===== config.mk =====
export PLATFORM = sky130hd
export DESIGN_NAME = udc_config_sequencer_flat
export DESIGN_NICKNAME = d
export VERILOG_FILES = /design/src/rtl/udc_config_sequencer_if.sv /design/src/rtl/udc_config_sequencer.sv /design/src/flat_wrapper.sv
export SDC_FILE = /design/constraint.sdc
export NUM_CORES = 1
export LEC_CHECK = 0
export ABC_AREA = 0
export CAP_MARGIN = 40
export CORE_UTILIZATION = 30
export CTS_CLUSTER_SIZE = 8
export DETAILED_ROUTE_END_ITERATION = 10
export PLACE_DENSITY = 0.57
export SLEW_MARGIN = 20
export SYNTH_ARGS = -nofsm -noshare
export SYNTH_HDL_FRONTEND = slang
export SYNTH_SLANG_ARGS = --single-unit

===== constraint.sdc =====
create_clock -name clk -period 2.35 [get_ports clk]
set_input_delay 0.47 -clock clk [delete_from_list [all_inputs] [get_ports clk]]
set_output_delay 0.47 -clock clk [all_outputs]
set_load 0.01 [all_outputs]

===== src/rtl/udc_config_sequencer_if.sv =====
// rtl/udc_config_sequencer_if.sv - host and counter-bus signal bundle for udc_config_sequencer
//
// Host side : req, plr, ulr, llr, ccr (job request and register values)
//             busy, done, fail, fail_code (job status)
// Counter   : ncs, nwr, nrd, a1, a0, dout, dout_en (bus master outputs)
//             din (read data), start_out, ec_in, err_in (run control/status)
// master modport is the sequencer's view, slave modport the host/counter view.
interface udc_config_sequencer_if;
  logic       req;
  logic [7:0] plr;
  logic [7:0] ulr;
  logic [7:0] llr;
  logic [7:0] ccr;
  logic       busy;
  logic       done;
  logic       fail;
  logic [1:0] fail_code;
  logic       ncs;
  logic       nwr;
  logic       nrd;
  logic       a1;
  logic       a0;
  logic [7:0] dout;
  logic       dout_en;
  logic [7:0] din;
  logic       start_out;
  logic       ec_in;
  logic       err_in;

  modport master (
    input  req, plr, ulr, llr, ccr, din, ec_in, err_in,
    output busy, done, fail, fail_code,
    output ncs, nwr, nrd, a1, a0, dout, dout_en, start_out
  );

  modport slave (
    output req, plr, ulr, llr, ccr, din, ec_in, err_in,
    input  busy, done, fail, fail_code,
    input  ncs, nwr, nrd, a1, a0, dout, dout_en, start_out
  );
endinterface


===== src/rtl/udc_config_sequencer.sv =====
// rtl/udc_config_sequencer.sv - configures, verifies and starts one up/down counter
//
// clk   : system clock, all state on posedge
// reset : asynchronous active-low reset; releases the counter bus at once
// bus   : udc_config_sequencer_if.master
//         host    - req/plr/ulr/llr/ccr in; busy/done/fail/fail_code out
//         counter - ncs/nwr/nrd/a1/a0/dout/dout_en/start_out out; din/ec_in/err_in in
// VERIFY: 1 reads back all four registers after writing them
// TO_W  : end-cycle timeout counter width (>= 2); fires after 2^TO_W-1 cycles
module udc_config_sequencer #(
  parameter bit VERIFY = 1'b1,
  parameter int TO_W   = 18
) (
  input  logic                  clk,
  input  logic                  reset,
  udc_config_sequencer_if.master bus
);

  typedef enum logic [3:0] {
    S_IDLE,
    S_CHECK,
    S_W_SETUP,
    S_W_STROBE,
    S_W_HOLD,
    S_R_SETUP,
    S_R_SAMPLE,
    S_R_END,
    S_ARM,
    S_START,
    S_WAIT_EC,
    S_DONE,
    S_FAIL
  } state_t;

  localparam logic [1:0] FC_NONE = 2'b00;
  localparam logic [1:0] FC_CFG  = 2'b01;
  localparam logic [1:0] FC_RB   = 2'b10;
  localparam logic [1:0] FC_TO   = 2'b11;

  // Last WAIT_EC cycle: the counter steps to all-ones at the end of it.
  localparam logic [TO_W-1:0] TO_LAST = {{(TO_W-1){1'b1}}, 1'b0};

  state_t          state, state_nxt;
  logic [1:0]      idx, idx_nxt;          // register index: 0 PLR, 1 ULR, 2 LLR, 3 CCR
  logic [7:0]      cfg [4];               // latched job values, indexed like the counter
  logic            load;
  logic            mism, mism_nxt;        // sticky read-back mismatch
  logic [TO_W-1:0] to_cnt, to_nxt;
  logic [1:0]      code_q, code_nxt;

  logic            ncs_q, nwr_q, nrd_q, den_q, start_q, busy_q, done_q, fail_q;
  logic [1:0]      addr_q;
  logic [7:0]      dout_q;
  logic            ncs_nxt, nwr_nxt, nrd_nxt, den_nxt, start_nxt, busy_nxt, done_nxt, fail_nxt;
  logic [1:0]      addr_nxt;
  logic [7:0]      dout_nxt;

  always_comb begin
    state_nxt = state;
    idx_nxt   = idx;
    load      = 1'b0;
    mism_nxt  = mism;
    to_nxt    = to_cnt;
    code_nxt  = code_q;

    case (state)
      S_IDLE: begin
        if (bus.req) begin
          load      = 1'b1;
          mism_nxt  = 1'b0;
          code_nxt  = FC_NONE;
          idx_nxt   = 2'd0;
          state_nxt = S_CHECK;
        end
      end
      S_CHECK: begin
        if ((cfg[2] <= cfg[0]) && (cfg[0] <= cfg[1])) begin
          state_nxt = S_W_SETUP;
        end else begin
          code_nxt  = FC_CFG;
          state_nxt = S_FAIL;
        end
      end
      S_W_SETUP:  state_nxt = S_W_STROBE;
      S_W_STROBE: state_nxt = S_W_HOLD;
      S_W_HOLD: begin
        if (idx == 2'd3) begin
          idx_nxt   = 2'd0;
          state_nxt = VERIFY ? S_R_SETUP : S_ARM;
        end else begin
          idx_nxt   = idx + 2'd1;
          state_nxt = S_W_SETUP;
        end
      end
      S_R_SETUP:  state_nxt = S_R_SAMPLE;
      S_R_SAMPLE: begin
        if (bus.din != cfg[idx]) mism_nxt = 1'b1;
        state_nxt = S_R_END;
      end
      S_R_END: begin
        if (idx == 2'd3) begin
          idx_nxt = 2'd0;
          if (mism) begin
            code_nxt  = FC_RB;
            state_nxt = S_FAIL;
          end else begin
            state_nxt = S_ARM;
          end
        end else begin
          idx_nxt   = idx + 2'd1;
          state_nxt = S_R_SETUP;
        end
      end
      S_ARM: begin
        if (bus.err_in) begin
          code_nxt  = FC_CFG;
          state_nxt = S_FAIL;
        end else begin
          state_nxt = S_START;
        end
      end
      S_START: begin
        to_nxt    = '0;
        state_nxt = S_WAIT_EC;
      end
      S_WAIT_EC: begin
        to_nxt = to_cnt + 1'b1;
        // ec_in is checked first so it wins over a simultaneous timeout.
        if (bus.ec_in) begin
          state_nxt = S_DONE;
        end else if (to_cnt == TO_LAST) begin
          code_nxt  = FC_TO;
          state_nxt = S_FAIL;
        end
      end
      S_DONE:  state_nxt = S_IDLE;
      S_FAIL:  state_nxt = S_IDLE;
      default: state_nxt = S_IDLE;
    endcase

    // Outputs are decoded from the next state and registered, so the strobes
    // toggle cleanly on the clock edge and appear in the same cycle as the state.
    ncs_nxt   = 1'b1;
    nwr_nxt   = 1'b1;
    nrd_nxt   = 1'b1;
    den_nxt   = 1'b0;
    start_nxt = 1'b0;
    busy_nxt  = 1'b0;
    done_nxt  = 1'b0;
    fail_nxt  = 1'b0;
    addr_nxt  = 2'd0;
    dout_nxt  = 8'd0;

    case (state_nxt)
      S_CHECK: busy_nxt = 1'b1;
      S_W_SETUP, S_W_STROBE, S_W_HOLD: begin
        ncs_nxt  = 1'b0;
        busy_nxt = 1'b1;
        addr_nxt = idx_nxt;
        dout_nxt = cfg[idx_nxt];
        den_nxt  = 1'b1;
        nwr_nxt  = (state_nxt != S_W_STROBE);
      end
      S_R_SETUP, S_R_SAMPLE, S_R_END: begin
        ncs_nxt  = 1'b0;
        busy_nxt = 1'b1;
        addr_nxt = idx_nxt;
        nrd_nxt  = (state_nxt == S_R_END);
      end
      S_ARM, S_WAIT_EC: begin
        ncs_nxt  = 1'b0;
        busy_nxt = 1'b1;
      end
      S_START: begin
        ncs_nxt   = 1'b0;
        busy_nxt  = 1'b1;
        start_nxt = 1'b1;
      end
      S_DONE:  done_nxt = 1'b1;
      S_FAIL:  fail_nxt = 1'b1;
      default: busy_nxt = 1'b0;
    endcase
  end

  always_ff @(posedge clk or negedge reset) begin
    if (!reset) begin
      state   <= S_IDLE;
      idx     <= 2'd0;
      mism    <= 1'b0;
      to_cnt  <= '0;
      code_q  <= FC_NONE;
      for (int i = 0; i < 4; i++) cfg[i] <= 8'd0;
      ncs_q   <= 1'b1;
      nwr_q   <= 1'b1;
      nrd_q   <= 1'b1;
      den_q   <= 1'b0;
      start_q <= 1'b0;
      busy_q  <= 1'b0;
      done_q  <= 1'b0;
      fail_q  <= 1'b0;
      addr_q  <= 2'd0;
      dout_q  <= 8'd0;
    end else begin
      state   <= state_nxt;
      idx     <= idx_nxt;
      mism    <= mism_nxt;
      to_cnt  <= to_nxt;
      code_q  <= code_nxt;
      if (load) begin
        cfg[0] <= bus.plr;
        cfg[1] <= bus.ulr;
        cfg[2] <= bus.llr;
        cfg[3] <= bus.ccr;
      end
      ncs_q   <= ncs_nxt;
      nwr_q   <= nwr_nxt;
      nrd_q   <= nrd_nxt;
      den_q   <= den_nxt;
      start_q <= start_nxt;
      busy_q  <= busy_nxt;
      done_q  <= done_nxt;
      fail_q  <= fail_nxt;
      addr_q  <= addr_nxt;
      dout_q  <= dout_nxt;
    end
  end

  assign bus.ncs       = ncs_q;
  assign bus.nwr       = nwr_q;
  assign bus.nrd       = nrd_q;
  assign bus.a1        = addr_q[1];
  assign bus.a0        = addr_q[0];
  assign bus.dout      = dout_q;
  assign bus.dout_en   = den_q;
  assign bus.start_out = start_q;
  assign bus.busy      = busy_q;
  assign bus.done      = done_q;
  assign bus.fail      = fail_q;
  assign bus.fail_code = code_q;

endmodule


===== src/flat_wrapper.sv =====
// flat-port wrapper written by rule: the top's interface ports become plain ports
module udc_config_sequencer_flat 
#(
  parameter bit VERIFY = 1'b1,
  parameter int TO_W   = 18
)
  (clk, reset, bus_req, bus_plr, bus_ulr, bus_llr, bus_ccr, bus_din, bus_ec_in, bus_err_in, bus_busy, bus_done, bus_fail, bus_fail_code, bus_ncs, bus_nwr, bus_nrd, bus_a1, bus_a0, bus_dout, bus_dout_en, bus_start_out);
  udc_config_sequencer_if bus_i ();
  input  logic clk;
  input  logic reset;
  input wire logic [$bits(bus_i.req)-1:0] bus_req;
  input wire logic [$bits(bus_i.plr)-1:0] bus_plr;
  input wire logic [$bits(bus_i.ulr)-1:0] bus_ulr;
  input wire logic [$bits(bus_i.llr)-1:0] bus_llr;
  input wire logic [$bits(bus_i.ccr)-1:0] bus_ccr;
  input wire logic [$bits(bus_i.din)-1:0] bus_din;
  input wire logic [$bits(bus_i.ec_in)-1:0] bus_ec_in;
  input wire logic [$bits(bus_i.err_in)-1:0] bus_err_in;
  output wire logic [$bits(bus_i.busy)-1:0] bus_busy;
  output wire logic [$bits(bus_i.done)-1:0] bus_done;
  output wire logic [$bits(bus_i.fail)-1:0] bus_fail;
  output wire logic [$bits(bus_i.fail_code)-1:0] bus_fail_code;
  output wire logic [$bits(bus_i.ncs)-1:0] bus_ncs;
  output wire logic [$bits(bus_i.nwr)-1:0] bus_nwr;
  output wire logic [$bits(bus_i.nrd)-1:0] bus_nrd;
  output wire logic [$bits(bus_i.a1)-1:0] bus_a1;
  output wire logic [$bits(bus_i.a0)-1:0] bus_a0;
  output wire logic [$bits(bus_i.dout)-1:0] bus_dout;
  output wire logic [$bits(bus_i.dout_en)-1:0] bus_dout_en;
  output wire logic [$bits(bus_i.start_out)-1:0] bus_start_out;
  assign bus_i.req = bus_req;
  assign bus_i.plr = bus_plr;
  assign bus_i.ulr = bus_ulr;
  assign bus_i.llr = bus_llr;
  assign bus_i.ccr = bus_ccr;
  assign bus_i.din = bus_din;
  assign bus_i.ec_in = bus_ec_in;
  assign bus_i.err_in = bus_err_in;
  assign bus_busy = bus_i.busy;
  assign bus_done = bus_i.done;
  assign bus_fail = bus_i.fail;
  assign bus_fail_code = bus_i.fail_code;
  assign bus_ncs = bus_i.ncs;
  assign bus_nwr = bus_i.nwr;
  assign bus_nrd = bus_i.nrd;
  assign bus_a1 = bus_i.a1;
  assign bus_a0 = bus_i.a0;
  assign bus_dout = bus_i.dout;
  assign bus_dout_en = bus_i.dout_en;
  assign bus_start_out = bus_i.start_out;
  udc_config_sequencer #(.VERIFY(VERIFY), .TO_W(TO_W)) u_core (.clk(clk), .reset(reset), .bus(bus_i));
endmodule

==> PnR_summary.wiki <==
{| class="wikitable"
! Metric !! Value
|-
| Status || completed
|-
| Cell Chain, Critical Path || inv_2 > ha_4 > nand4_1 > or2_4 > a22o_4 > buf_4 > o21ba_2 > or2_2 > nor2b_1
|-
| Most frequent cells in the layout || buf_4 (71), dfrtp_1 (71), clkdlybuf4s50_1 (63)
|-
| Per-instance average area after synthesis || 10.5 sq um
|-
| Post-route core utilization || 44.3%
|-
| Top_reg_cell synth || dfrtp_1
|-
| Critical Path Max Stage Delay || 0.42 ns
|-
| Net count after synthesis || 471
|-
| DP Cell Count || 697
|-
| Hold Buf Count CTS || 0
|-
| Total Wirelength || 11.1 mm
|-
| Highest achievable clock rate || 433 MHz
|-
| Total number of placement rows || 43
|-
| Global route overflow || 0
|-
| Port bufs || 64
|-
| Top cell family by delay on the critical path || simple AND/OR/NAND/NOR gates
|-
| Data required, critical path || 2.57 ns
|-
| DRC marker count from the first detailed-route iteration || 177
|-
| Total power density per cell area || 1430 nW/um^2
|-
| Total power consumption of the routed design || 8760 uW
|-
| Die Y || 121 microns
|-
| Switching fraction of total power || 35.8%
|-
| Peak supply drop || 0.583 mV
|-
| Area of the placeable core || 13900 sq um
|-
| Width of the chip || 121 microns
|-
| Final period utilization || 98.4%
|-
| Clock latency of the later-clocked register in the worst-skew pair || 0.34 ns
|-
| Post-synthesis to final-layout area growth || 43.8%
|-
| Share of power burned in combinational logic || 56.0%
|-
| Arrival time of data at the critical path endpoint || 2.53 ns
|-
| Startpoint types || flop
|-
| Weighted congestion reported at the end of routability-driven placement || 0.862
|-
| Headroom to the max-slew limit || 66.1%
|-
| Maximum buffer depth of the clock tree || 2
|-
| Clock tree sinks || 77
|-
| ANT cells || 0
|-
| Register area share after synthesis || 45.2%
|-
| Number of different library cells in the post-synthesis netlist || 58
|-
| Static Leakage || 0.00264 uW
|-
| Maximum level of the CTS H-tree || 3
|-
| Worst-margin pin slew || 0.505 ns
|-
| Cell with the biggest individual delay on the critical path || dfrtp_1
|-
| Tightest Hold Check Type || input port to async pin
|-
| Effective utilization at floorplan || 30.8%
|-
| Total negative slack || 0 ns
|-
| Clock transition at the registers of the reported paths || 0.06 ns
|-
| Power Internal || 5620 uW
|-
| Number of pins exceeding their max-slew limit in the final report || 0
|-
| Start-to-end type of the worst setup path || flop to flop
|-
| Wire length of the first global-routing pass || 18.0 mm
|-
| Number of register bits inferred by synthesis || 77
|-
| Residual antenna-violating net count after detailed routing || 0
|-
| Switching power || 3140 uW
|-
| Number of max-cap violations || 0
|-
| Number of antenna violations at the first check in global routing || 0
|-
| HPWL after detailed placement || 8.08 mm
|-
| Ys Warns || 0
|-
| Clock network fraction of design power || 18.5%
|-
| Post-Synthesis Cells || 407
|-
| Netlist area before placement || 4280 sq um
|-
| Total clock buffers created by CTS || 9
|-
| Final Non-Filler Cells || 722
|-
| WP buf/inv || 2
|-
| Number of setup violations in the final report || 0
|-
| First-pass DRT Iterations || 4
|-
| Total DRC errors in the routed layout || 0
|-
| Setup skew after layout || 0.0110 ns
|-
| Vias in the first global route || 3633
|-
| All-Layer GR Usage || 15.8%
|-
| Shortest period the worst path allows || 2.31 ns
|-
| Via Count || 3597
|-
| Top fanout value on the critical path || 3
|-
| Final Net Count || 601
|-
| Share of cells above drive strength 1 || 30.8%
|-
| Crit path capture type || flop
|-
| Number of enable-type register cells in the synthesized netlist || 0
|-
| Flop pwr share || 25.6%
|-
| CTS tree || built
|-
| Top Ports || 65
|-
| Root buf cell || clkbuf_16
|-
| Share of synthesized registers carrying an async set or reset || 100%
|-
| Cell Area, Placed || 5540 sq um
|-
| Number of vias per cell || 4.98
|-
| Die ar. || 14700 sq um
|-
| Routed WL per cell || 15.4 microns
|-
| Total non-filler cell area in the finished layout || 6150 sq um
|-
| Maximum number of pins on one net before global-route repair || 49
|-
| Unrepaired setup endpoints after global routing || true
|-
| Final hold viol count || 0
|}
## state kept, by name (all words and copies together) (netlist names), 2 cells and up
| register | cells |
|---|---|
| u_core.state | 4 |
| u_core.cfg | 32 |
| u_core.bus.dout | 8 |
| u_core.bus.fail_code | 2 |
| u_core.idx | 2 |
| u_core.addr_q | 2 |
| u_core.to_cnt | 18 |
## worst paths after layout
| check | slack, ns | from | end | depth (start not counted) |
|---|---|---|---|---|
| max | 0.04 | u_core.cfg[27]$_DFFE_PN0P_ | u_core.bus.fail$_DFF_PN0_ | 9 |
| min | 0.08 | reset | u_core.to_cnt[4]$_DFFE_PN0P_ | 1 |
| max reg2reg | 0.04 | u_core.cfg[27]$_DFFE_PN0P_ | u_core.bus.fail$_DFF_PN0_ | 9 |
| min reg2reg | 0.47 | u_core.to_cnt[10]$_DFFE_PN0P_ | u_core.to_cnt[10]$_DFFE_PN0P_ | 1 |
| max in group asynchronous | 1.68 | reset | u_core.bus.dout[3]$_DFF_PN0_ | 2 |
| min in group clk | 0.47 | u_core.to_cnt[10]$_DFFE_PN0P_ | u_core.to_cnt[10]$_DFFE_PN0P_ | 1 |
## metal layers
layer,vias to the layer above,part of all wire [%],track usage [%]
met3,11,3.9,3.71
met5,-,0,0
li1,1735,-,-
met4,0,1.1,4.01
met2,78,49,25.9
met1,1773,46,21.0
## metrics by stage
stage	setup slack, ns	hold WS, ns
final	0.0379	0.0752
after CTS	0.0147	0.0950
after detailed placement	-0.171	0.454
after global placement	-0.145	0.451
after floorplan	0.0591	0.174
after global routing	-0.0989	0.110
## final cells by class
class / count / area, sq um
timing repair buffer: 136 / 1190
clock inverter: 6 / 109
tap: 180 / 225
fill: 1331 / 7730
multi-input combinational: 287 / 2350
clock buffer: 10 / 239
sequential: 77 / 1930
inverter: 26 / 97.6
## power by group through the flow
stage               sequential (uW)  clock, uW  combinational (uW)
CTS                            2210       1660                4500
global route                   2300       1710                5400
global placement               2190          0                4310
detailed placement             2210          0                4360
finish                         2240       1620                4900
floorplan                      2150          0                2660
## synthesized netlist by cell type, types with 3 or more instances
cell | n | area (sq um)
dfrtp_1 | 74 | 1850
inv_1 | 24 | 90.1
a21oi_1 | 19 | 95.1
o21ai_0 | 41 | 205
a21boi_1 | 7 | 52.6
nand3_1 | 11 | 55.1
nand4_1 | 10 | 62.6
ha_1 | 19 | 238
nand2_1 | 44 | 165
nor2b_1 | 7 | 43.8
o211ai_1 | 3 | 22.5
clkbuf_1 | 10 | 37.5
dfstp_2 | 3 | 78.8
a22o_1 | 3 | 26.3
mux4_2 | 16 | 360
and4_1 | 3 | 26.3
mux2i_1 | 7 | 70.1
a31oi_1 | 5 | 31.3
mux2_2 | 16 | 180
buf_2 | 3 | 15.0
and3_1 | 5 | 31.3
nor3_1 | 4 | 20.0
or2_2 | 5 | 31.3
xnor2_1 | 8 | 70.1
nor2_1 | 17 | 63.8
## kinds of logic (layout without fill, tap and decap cells)
| logic type | count (synthesis) | in the layout | share of synthesized area [%] |
|---|---|---|---|
| AND/OR/NAND/NOR | 125 | 125 | 15.1 |
| AO/OA/AOI/OAI | 95 | 95 | 13.6 |
| flip-flops | 77 | 77 | 45.2 |
| buffers and inverters | 43 | 178 | 4.39 |
| multiplexers | 40 | 40 | 14.5 |
| adder cells (fa/ha/maj) | 19 | 19 | 5.56 |
| XOR/XNOR | 8 | 8 | 1.64 |
## timing repair
item	CTS	global route
setup endpoints to repair	10	16
pin swaps	2	13
buffers inserted	1	9
resized for setup	8	29
Note: power is estimated with default switching activity, not from simulation.
